===== src/rtl/onehot_codec_if.sv =====
// Handshake and data bundle for the registered one-hot decoder/encoder.
// Master drives transactions; slave is the codec.
interface onehot_codec_if #(
  parameter int N     = 2,
  parameter int CNT_W = 8
) ();
  localparam int V = 1 << N;

  logic             mode;
  logic             in_valid;
  logic             in_ready;
  logic [N-1:0]     code_in;
  logic [V-1:0]     vec_in;
  logic             out_valid;
  logic             out_ready;
  logic [V-1:0]     vec_out;
  logic [N-1:0]     code_out;
  logic             hit;
  logic             multi;
  logic [CNT_W-1:0] err_cnt;
  logic             err_clr;

  modport master (
    output mode, in_valid, code_in, vec_in,
    output out_ready, err_clr,
    input  in_ready, out_valid, vec_out,
    input  code_out, hit, multi, err_cnt
  );

  modport slave (
    input  mode, in_valid, code_in, vec_in,
    input  out_ready, err_clr,
    output in_ready, out_valid, vec_out,
    output code_out, hit, multi, err_cnt
  );
endinterface


===== src/rtl/onehot_codec.sv =====
// Registered N-to-2^N decoder and 2^N-to-N lowest-index priority encoder
// behind a one-entry valid/ready output register, with a fault counter.
module onehot_codec #(
  parameter int N     = 2,
  parameter int CNT_W = 8
) (
  input  logic           clk,
  input  logic           rst,
  onehot_codec_if.slave  bus
);
  localparam int V = 1 << N;
  localparam logic [V-1:0] L_ONE = V'(1);

  logic             r_out_valid;
  logic [V-1:0]     r_vec;
  logic [N-1:0]     r_code;
  logic             r_hit;
  logic             r_multi;
  logic [CNT_W-1:0] r_err;

  logic             w_in_ready;
  logic             w_acc;
  logic [V-1:0]     w_dec;
  logic [V-1:0]     w_iso;
  logic [N-1:0]     w_enc_code;
  logic             w_enc_hit;
  logic             w_enc_multi;
  logic             w_fault;
  logic             w_sat;

  assign w_in_ready = ~r_out_valid | bus.out_ready;
  assign w_acc      = bus.in_valid & w_in_ready;

  always_comb begin
    w_dec = '0;
    w_dec[bus.code_in] = 1'b1;
  end

  // Scan downward so the lowest set index is the last one written.
  always_comb begin
    w_enc_code = '0;
    for (int i = V - 1; i >= 0; i--) begin
      if (bus.vec_in[i]) w_enc_code = N'(i);
    end
  end

  assign w_iso       = bus.vec_in & (~bus.vec_in + L_ONE);
  assign w_enc_hit   = |bus.vec_in;
  assign w_enc_multi = |(bus.vec_in & (bus.vec_in - L_ONE));
  assign w_fault     = w_enc_multi | ~w_enc_hit;
  assign w_sat       = &r_err;

  always_ff @(posedge clk or posedge rst) begin
    if (rst) begin
      r_out_valid <= 1'b0;
      r_vec       <= '0;
      r_code      <= '0;
      r_hit       <= 1'b0;
      r_multi     <= 1'b0;
      r_err       <= '0;
    end else begin
      if (w_acc) begin
        r_out_valid <= 1'b1;
        if (bus.mode) begin
          r_vec   <= w_iso;
          r_code  <= w_enc_code;
          r_hit   <= w_enc_hit;
          r_multi <= w_enc_multi;
        end else begin
          r_vec   <= w_dec;
          r_code  <= bus.code_in;
          r_hit   <= 1'b1;
          r_multi <= 1'b0;
        end
      end else if (bus.out_ready) begin
        r_out_valid <= 1'b0;
      end

      if (bus.err_clr) begin
        r_err <= '0;
      end else if (w_acc & bus.mode & w_fault & ~w_sat) begin
        r_err <= r_err + CNT_W'(1);
      end
    end
  end

  assign bus.in_ready  = w_in_ready;
  assign bus.out_valid = r_out_valid;
  assign bus.vec_out   = r_vec;
  assign bus.code_out  = r_code;
  assign bus.hit       = r_hit;
  assign bus.multi     = r_multi;
  assign bus.err_cnt   = r_err;
endmodule


===== src/flat_wrapper.sv =====
// flat-port wrapper written by rule: the top's interface ports become plain ports
module onehot_codec_flat 
#(
  parameter int N     = 2,
  parameter int CNT_W = 8
)
  (clk, rst, bus_mode, bus_in_valid, bus_code_in, bus_vec_in, bus_out_ready, bus_err_clr, bus_in_ready, bus_out_valid, bus_vec_out, bus_code_out, bus_hit, bus_multi, bus_err_cnt);
  onehot_codec_if #(.N(N), .CNT_W(CNT_W)) bus_i ();
  input  logic clk;
  input  logic rst;
  input wire logic [$bits(bus_i.mode)-1:0] bus_mode;
  input wire logic [$bits(bus_i.in_valid)-1:0] bus_in_valid;
  input wire logic [$bits(bus_i.code_in)-1:0] bus_code_in;
  input wire logic [$bits(bus_i.vec_in)-1:0] bus_vec_in;
  input wire logic [$bits(bus_i.out_ready)-1:0] bus_out_ready;
  input wire logic [$bits(bus_i.err_clr)-1:0] bus_err_clr;
  output wire logic [$bits(bus_i.in_ready)-1:0] bus_in_ready;
  output wire logic [$bits(bus_i.out_valid)-1:0] bus_out_valid;
  output wire logic [$bits(bus_i.vec_out)-1:0] bus_vec_out;
  output wire logic [$bits(bus_i.code_out)-1:0] bus_code_out;
  output wire logic [$bits(bus_i.hit)-1:0] bus_hit;
  output wire logic [$bits(bus_i.multi)-1:0] bus_multi;
  output wire logic [$bits(bus_i.err_cnt)-1:0] bus_err_cnt;
  assign bus_i.mode = bus_mode;
  assign bus_i.in_valid = bus_in_valid;
  assign bus_i.code_in = bus_code_in;
  assign bus_i.vec_in = bus_vec_in;
  assign bus_i.out_ready = bus_out_ready;
  assign bus_i.err_clr = bus_err_clr;
  assign bus_in_ready = bus_i.in_ready;
  assign bus_out_valid = bus_i.out_valid;
  assign bus_vec_out = bus_i.vec_out;
  assign bus_code_out = bus_i.code_out;
  assign bus_hit = bus_i.hit;
  assign bus_multi = bus_i.multi;
  assign bus_err_cnt = bus_i.err_cnt;
  onehot_codec #(.N(N), .CNT_W(CNT_W)) u_core (.clk(clk), .rst(rst), .bus(bus_i));
endmodule

===== config.mk =====
export PLATFORM = sky130hd
export DESIGN_NAME = onehot_codec_flat
export DESIGN_NICKNAME = d
export VERILOG_FILES = /design/src/rtl/onehot_codec_if.sv /design/src/rtl/onehot_codec.sv /design/src/flat_wrapper.sv
export SDC_FILE = /design/constraint.sdc
export NUM_CORES = 1
export LEC_CHECK = 0
export CAP_MARGIN = 40
export CORE_MARGIN = 8
export CORE_UTILIZATION = 40
export DETAILED_ROUTE_END_ITERATION = 10
export GPL_TIMING_DRIVEN = 0
export PLACE_DENSITY = 0.74
export SYNTH_ARGS = -nofsm -noshare
export SYNTH_HDL_FRONTEND = slang
export SYNTH_SLANG_ARGS = --single-unit

===== constraint.sdc =====
create_clock -name clk -period 2.9 [get_ports clk]
set_input_delay 0.435 -clock clk [delete_from_list [all_inputs] [get_ports clk]]
set_output_delay 0.435 -clock clk [all_outputs]
set_load 0.01 [all_outputs]

==> flow_metrics.tcl, run 1 <==
set metrics [dict create \
    htree_levels 1 \
    cts.root.buffer_cell "clkbuf_4" \
    grt_overflow 0 \
    relSlewSlack_pct 57.89 \
    holdPathEnd "u_core.bus.vec_out[2]$_DFFE_PP0P_" \
    die_area_mm2 0.004044 \
    p_per_area_mw_per_mm2 406.8 \
    final_cell_count_no_fill 157 \
    finalHoldViolCount 0 \
    whs_ps 487.1 \
    ant_nets 0 \
    postCtsSetupBuffers 0 \
    row_count 17 \
    crit_chain "clkdlybuf4s50_1 -> nor2b_2 -> o311ai_4 -> nand3_4 -> or4_1 -> a21oi_1" \
    gp_congestion 0.8122 \
    synth_flop_cell "dfrtp_1" \
    fillCellCount 205 \
    core_mm2 0.002170 \
    antenna_cells 0 \
    yosysWarningCount 0 \
    hold_path_depth 2 \
    max_cap_viol_count 0 \
    r2r-end "u_core.bus.err_cnt[5]$_DFFE_PP0P_" \
    grt_usage_pct 10.63 \
    port_buffers 28 \
    start_util_pct 41.75 \
    tightest_slew_ps 631.0 \
    critical_path.endpoint_type "flop" \
    cp_slowest_stage_delay_ps 500 \
    wirelength_mm 2.145 \
    startpoint_type "input port" \
    viasPerCell 5.217 \
    crit_type "input port to flop" \
    final_nets 143 \
    netlist_instances 97 \
    status "completed" \
    async_flop_share_pct 100.0 \
    cp.arrival_ps 2350 \
    r2r_cells 6 \
    synth-seq-area-share_pct 46.96 \
    p_leak_nw 0.5096 \
    postCtsResizedCells 0 \
    setup_tns_ps 0 \
    critPathRequiredTime_ps 3120 \
    grt_pass1_wl_mm 3.581 \
    synth_area_um2 905.9 \
    period_minus_slack_ps 2129 \
    syn_to_final_growth_pct 37.71 \
    cts_tree "yes" \
    grt_pass1_vias 797 \
    ioPinCount 30 \
    synth_area_leader_cell "dfrtp_1" \
    fp.dieW_um 63.59 \
    syn-num-nets 110 \
    post-dp-hpwl_mm 1.656 \
    final_common_cell "clkdlybuf4s50_1" \
    syn_avg_cell_area_um2 9.339 \
    antenna_found_initial 0 \
    mostFrequentLayoutCells "28 x clkdlybuf4s50_1, 17 x dfrtp_1, 11 x nor2_1, 10 x nand2_1" \
    slowest_stage "clkdlybuf4s50_1" \
    setup_violations 0 \
    holdBufCountCts 0 \
    synth_edf_count 0 \
    clkLatencyLatePin_ps 290 \
    cts_buffer_depth 2 \
    drc 0 \
    grt_setup_unrepaired "no" \
    firstDrtPassIters 4 \
    yosysUniqueCellTypes 32 \
    cts_inserted_buffers 3 \
    wl_per_cell_um 13.66 \
    r2r_slack_ps 1080 \
    power_uw 507.5 \
    cts.clk_slew.worst_paths_ps 100 \
    ir_worst_vdd_mv 0.2564 \
    die_h_um 63.59 \
    drive_gt1_share_pct 7.752 \
    clock_skew_ps 3.838 \
    ys_top_cells_by_area "dfrtp_1 47%, a21oi_1 5.0%, o21ai_0 5.0%" \
    synth_seq_cells 17 \
    vias 819 \
    r2r-start "u_core.bus.err_cnt[0]$_DFFE_PP0P_" \
    hold_class "flop to flop" \
    drt-initial-drc-count 30 \
    crit_path_max_fanout 10 \
    clock.fmax_ghz 0.4698 \
    dp.cells 153 \
    period_share_pct 73.40 \
    drv_slew 0 \
    hp-start "u_core.bus.vec_out[2]$_DFFE_PP0P_" \
    cts.sinks 17 \
    grt_max_degree 18 \
    synth_top_area_share_pct 46.96 \
]
## flip-flops by register name, indices dropped and copies added (netlist names)
| register | cells |
|---|---|
| u_core.bus.code_out | 2 |
| u_core.bus.vec_out | 4 |
| u_core.bus.hit | 1 |
| u_core.bus.err_cnt | 8 |
| u_core.bus.multi | 1 |
| u_core.bus.out_valid | 1 |
## synth_stat cells, drive strengths merged, types with 2 or more instances
master	instances
dfrtp	17
nor2	11
nand2	10
a21oi	9
o21ai	9
inv	6
nand4	3
or3	3
xor2	3
a22oi	2
nand2b	2
nand3	2
nor2b	2
o31ai	2
or4	2
## routing by layer
layer / global-route usage, % / wire length [µm] / vias up
li1: - / - / 413
met1: 12.15 / 966 / 384
met2: 17.49 / 1008 / 17
met3: 3.710 / 135 / 5
met4: 4.457 / 34 / 0
met5: 0 / 0 / -
## cell type report
cell class	count	area (µm²)	share of cell area, %
Clock buffer	4	26.28	2.106
Multi-Input combinational cell	72	450.4	36.11
Inverter	6	22.52	1.805
Tap cell	28	35.03	2.808
Sequential cell	17	425.4	34.10
Buffer	2	7.507	0.6018
Timing Repair Buffer	28	280.3	22.47
## worst max-delay path by stage
| stage | cells after the start | slack, ps | end | from |
|---|---|---|---|---|
| after floorplan | 5 | 1150 | u_core.bus.err_cnt[5]$_DFFE_PP0P_ | bus_vec_in[3] |
| after global routing | 6 | 650 | u_core.bus.err_cnt[7]$_DFFE_PP0P_ | bus_vec_in[3] |
| final | 6 | 770 | u_core.bus.err_cnt[5]$_DFFE_PP0P_ | bus_vec_in[3] |
| after CTS | 6 | 790 | u_core.bus.err_cnt[5]$_DFFE_PP0P_ | bus_vec_in[3] |
| after detailed placement | 6 | 490 | u_core.bus.err_cnt[5]$_DFFE_PP0P_ | bus_vec_in[3] |
| after global placement | 6 | 550 | u_core.bus.err_cnt[5]$_DFFE_PP0P_ | bus_vec_in[2] |
## where the power goes
part / internal, mW / total (mW) / switching (mW)
logic: 0.0592 / 0.114 / 0.0548
registers: 0.253 / 0.262 / 0.00900
clock network: 0.0536 / 0.132 / 0.0782
total: 0.365 / 0.507 / 0.142
## critical path: cells and delay by family
family,cells,cell delay (ps)
AND/OR/NAND/NOR,3,910
AO/OA/AOI/OAI,2,510
buffers and inverters,1,500
## cell families (layout without fill, tap and decap cells)
family / after synthesis / in the layout / share of synthesized area (%)
xor+xnor: 3 / 3 / 2.901
simple gates: 39 / 39 / 23.07
flops: 17 / 17 / 46.96
fa+ha+maj: 1 / 1 / 1.381
compound gates: 28 / 28 / 21.27
buf+inv: 8 / 40 / 3.314
mux: 1 / 1 / 1.105
## through the flow
stage               util (%)  worst slack, ps  area [µm²]
finish                 57.50            771.4        1247
global route           57.50            646.0        1247
CTS                    57.50            791.1        1247
detailed placement     56.29            493.5        1221
global placement       56.29            545.4        1221
floorplan                  -             1148       905.9
Note: power is estimated with default switching activity, not from simulation.
==> run 2: changes to the inputs <==
--- a/config.mk
+++ b/config.mk
@@ -10,7 +10,7 @@
 export CORE_UTILIZATION = 40
 export DETAILED_ROUTE_END_ITERATION = 10
 export GPL_TIMING_DRIVEN = 0
-export PLACE_DENSITY = 0.74
+export PLACE_DENSITY = 0.77
 export SYNTH_ARGS = -nofsm -noshare
 export SYNTH_HDL_FRONTEND = slang
 export SYNTH_SLANG_ARGS = --single-unit
==> constraint.sdc (replaced) <==
create_clock -name clk -period 1.85 [get_ports clk]
set_input_delay 0.2775 -clock clk [delete_from_list [all_inputs] [get_ports clk]]
set_output_delay 0.2775 -clock clk [all_outputs]
set_load 0.01 [all_outputs]
==> flow_metrics.tcl, run 2 (synthesis gave the netlist of run 1 again) <==
set metrics [dict create \
    cts_inserted_buffers 3 \
    holdBufCountCts 0 \
    vias 844 \
    tightest_slew_ps 628.2 \
    antenna_found_initial 0 \
    cts_buffer_depth 2 \
    viasPerCell 5.275 \
    startpoint_type "input port" \
    die_h_um 63.59 \
    wirelength_mm 2.134 \
    p_int_uw 574.8 \
    finalHoldViolCount 0 \
    setup_violations 0 \
    mostFrequentLayoutCells "25 x clkdlybuf4s50_1, 17 x dfrtp_1, 11 x nor2_1, 10 x nand2_1" \
    relSlewSlack_pct 58.08 \
    dp.cells 153 \
    largest_reg_flops 8 \
    cts.clk_slew.worst_paths_ps 90 \
    hold_class "input port to flop" \
    ant_nets 0 \
    fp.dieW_um 63.59 \
    whs_ps 347.4 \
    cts.root.buffer_cell "clkbuf_4" \
    post-dp-hpwl_mm 1.653 \
    critPathRequiredTime_ps 1570 \
    drt-initial-drc-count 31 \
    start_util_pct 41.75 \
    swShare_pct 26.83 \
    port_buffers 28 \
    clkLatencyLatePin_ps 280 \
    max_cap_viol_count 0 \
    die_area_mm2 0.004044 \
    power_frac_seq_pct 52.3 \
    grt_usage_pct 10.50 \
    row_count 17 \
    crit_type "input port to output port" \
    grt_pass1_vias 829 \
    wl_per_cell_um 13.34 \
    clock.fmax_ghz 0.5687 \
    power_uw 785.6 \
    netSwitchingPower_uw 210.8 \
    final_nets 146 \
    clock_skew_ps 1.108 \
    combinationalPowerShare_pct 23.0 \
    power_frac_clock_pct 24.7 \
    period_minus_slack_ps 1759 \
    grt_max_degree 18 \
    firstDrtPassIters 4 \
    ioPinCount 30 \
    crit_path_max_fanout 5 \
    finalWorstSetupSlack_ps 91.48 \
    critical_path.endpoint_type "output port" \
    grt_setup_unrepaired "no" \
    dp_slack_ps -389.7 \
    ir_worst_vdd_mv 0.5057 \
    cp.arrival_ps 1480 \
    final_common_cell "clkdlybuf4s50_1" \
    setup_tns_ps 0 \
    drc 0 \
    antenna_cells 0 \
    final_cell_count_no_fill 160 \
    drv_slew 0 \
    p_leak_nw 0.5363 \
    syn_to_final_growth_pct 40.75 \
    grt_pass1_wl_mm 3.643 \
    grt_overflow 0 \
    period_share_pct 95.06 \
    drive_gt1_share_pct 10.61 \
    gp_congestion 0.8049 \
    fillCellCount 216 \
    htree_levels 1 \
    core_mm2 0.002170 \
    cts.sinks 17 \
    status "completed" \
    cts_tree "yes" \
    p_per_area_mw_per_mm2 616.2 \
]
run 2: cell types whose count changed in the layout (fill, tap and decap cells not counted), sizes merged:
cell	change
buf	+3
clkdlybuf4s50	-3
dlygate4sd2	+2
dlymetal6s2s	+1
run 2: final cells by class:
| type | instances | area, µm² | area share, % |
|---|---|---|---|
| Multi-Input combinational cell | 72 | 455.4 | 35.72 |
| Sequential cell | 17 | 425.4 | 33.37 |
| Timing Repair Buffer | 31 | 302.8 | 23.75 |
| Tap cell | 28 | 35.03 | 2.748 |
| Clock buffer | 4 | 26.28 | 2.061 |
| Inverter | 6 | 22.52 | 1.766 |
| Buffer | 2 | 7.507 | 0.5888 |
run 2: final timing paths:
check                                               endpoint  slack, ps  cells after the start                              start
hold / removal             u_core.bus.err_cnt[1]$_DFFE_PP0P_        350                      2                        bus_err_clr
min in group asynchronous  u_core.bus.vec_out[2]$_DFFE_PP0P_        370                      2                                rst
setup reg to reg           u_core.bus.err_cnt[7]$_DFFE_PP0P_        140                      6  u_core.bus.err_cnt[0]$_DFFE_PP0P_
hold reg to reg                   u_core.bus.hit$_DFFE_PP0P_        490                      1         u_core.bus.hit$_DFFE_PP0P_
setup / recovery                                bus_in_ready         90                      3                      bus_out_ready
max in group asynchronous  u_core.bus.err_cnt[4]$_DFFE_PP0P_       1070                      2                                rst
run 2: power groups by stage:
stage          registers, mW  logic, mW  clock network, mW
2_1_floorplan          0.429     0.0684                  0
3_3_place_gp           0.417      0.177                  0
3_5_place_dp           0.419      0.179                  0
4_1_cts                0.411      0.181              0.199
5_1_grt                0.415      0.198              0.217
6_report               0.411      0.181              0.194
run 2: timing repair:
action / in CTS / in global routing
gates resized for setup: 2 / 2
buffers inserted: 2 / 1
pin swaps: 2 / 1
setup endpoints to repair: 3 / 3
run 2: layer usage:
metal  GRT usage (%)  share of wire (%)
met4           2.507               0.37
met5               0                  0
met2           18.25                 49
met3           3.004                4.6
met1           12.31                 46
run 2: worst max-delay path, stage by stage:
cell             delay, ps
clkdlybuf4s50_1        450
nand2b_1               180
clkdlybuf4s50_1        570
run 2: stage by stage:
stage                     utilization (%)  cell area (µm²)
after floorplan                         -            905.9
after global placement              56.29             1221
after detailed placement            56.29             1221
after CTS                           58.07             1260
after global routing                58.77             1275
final                               58.77             1275
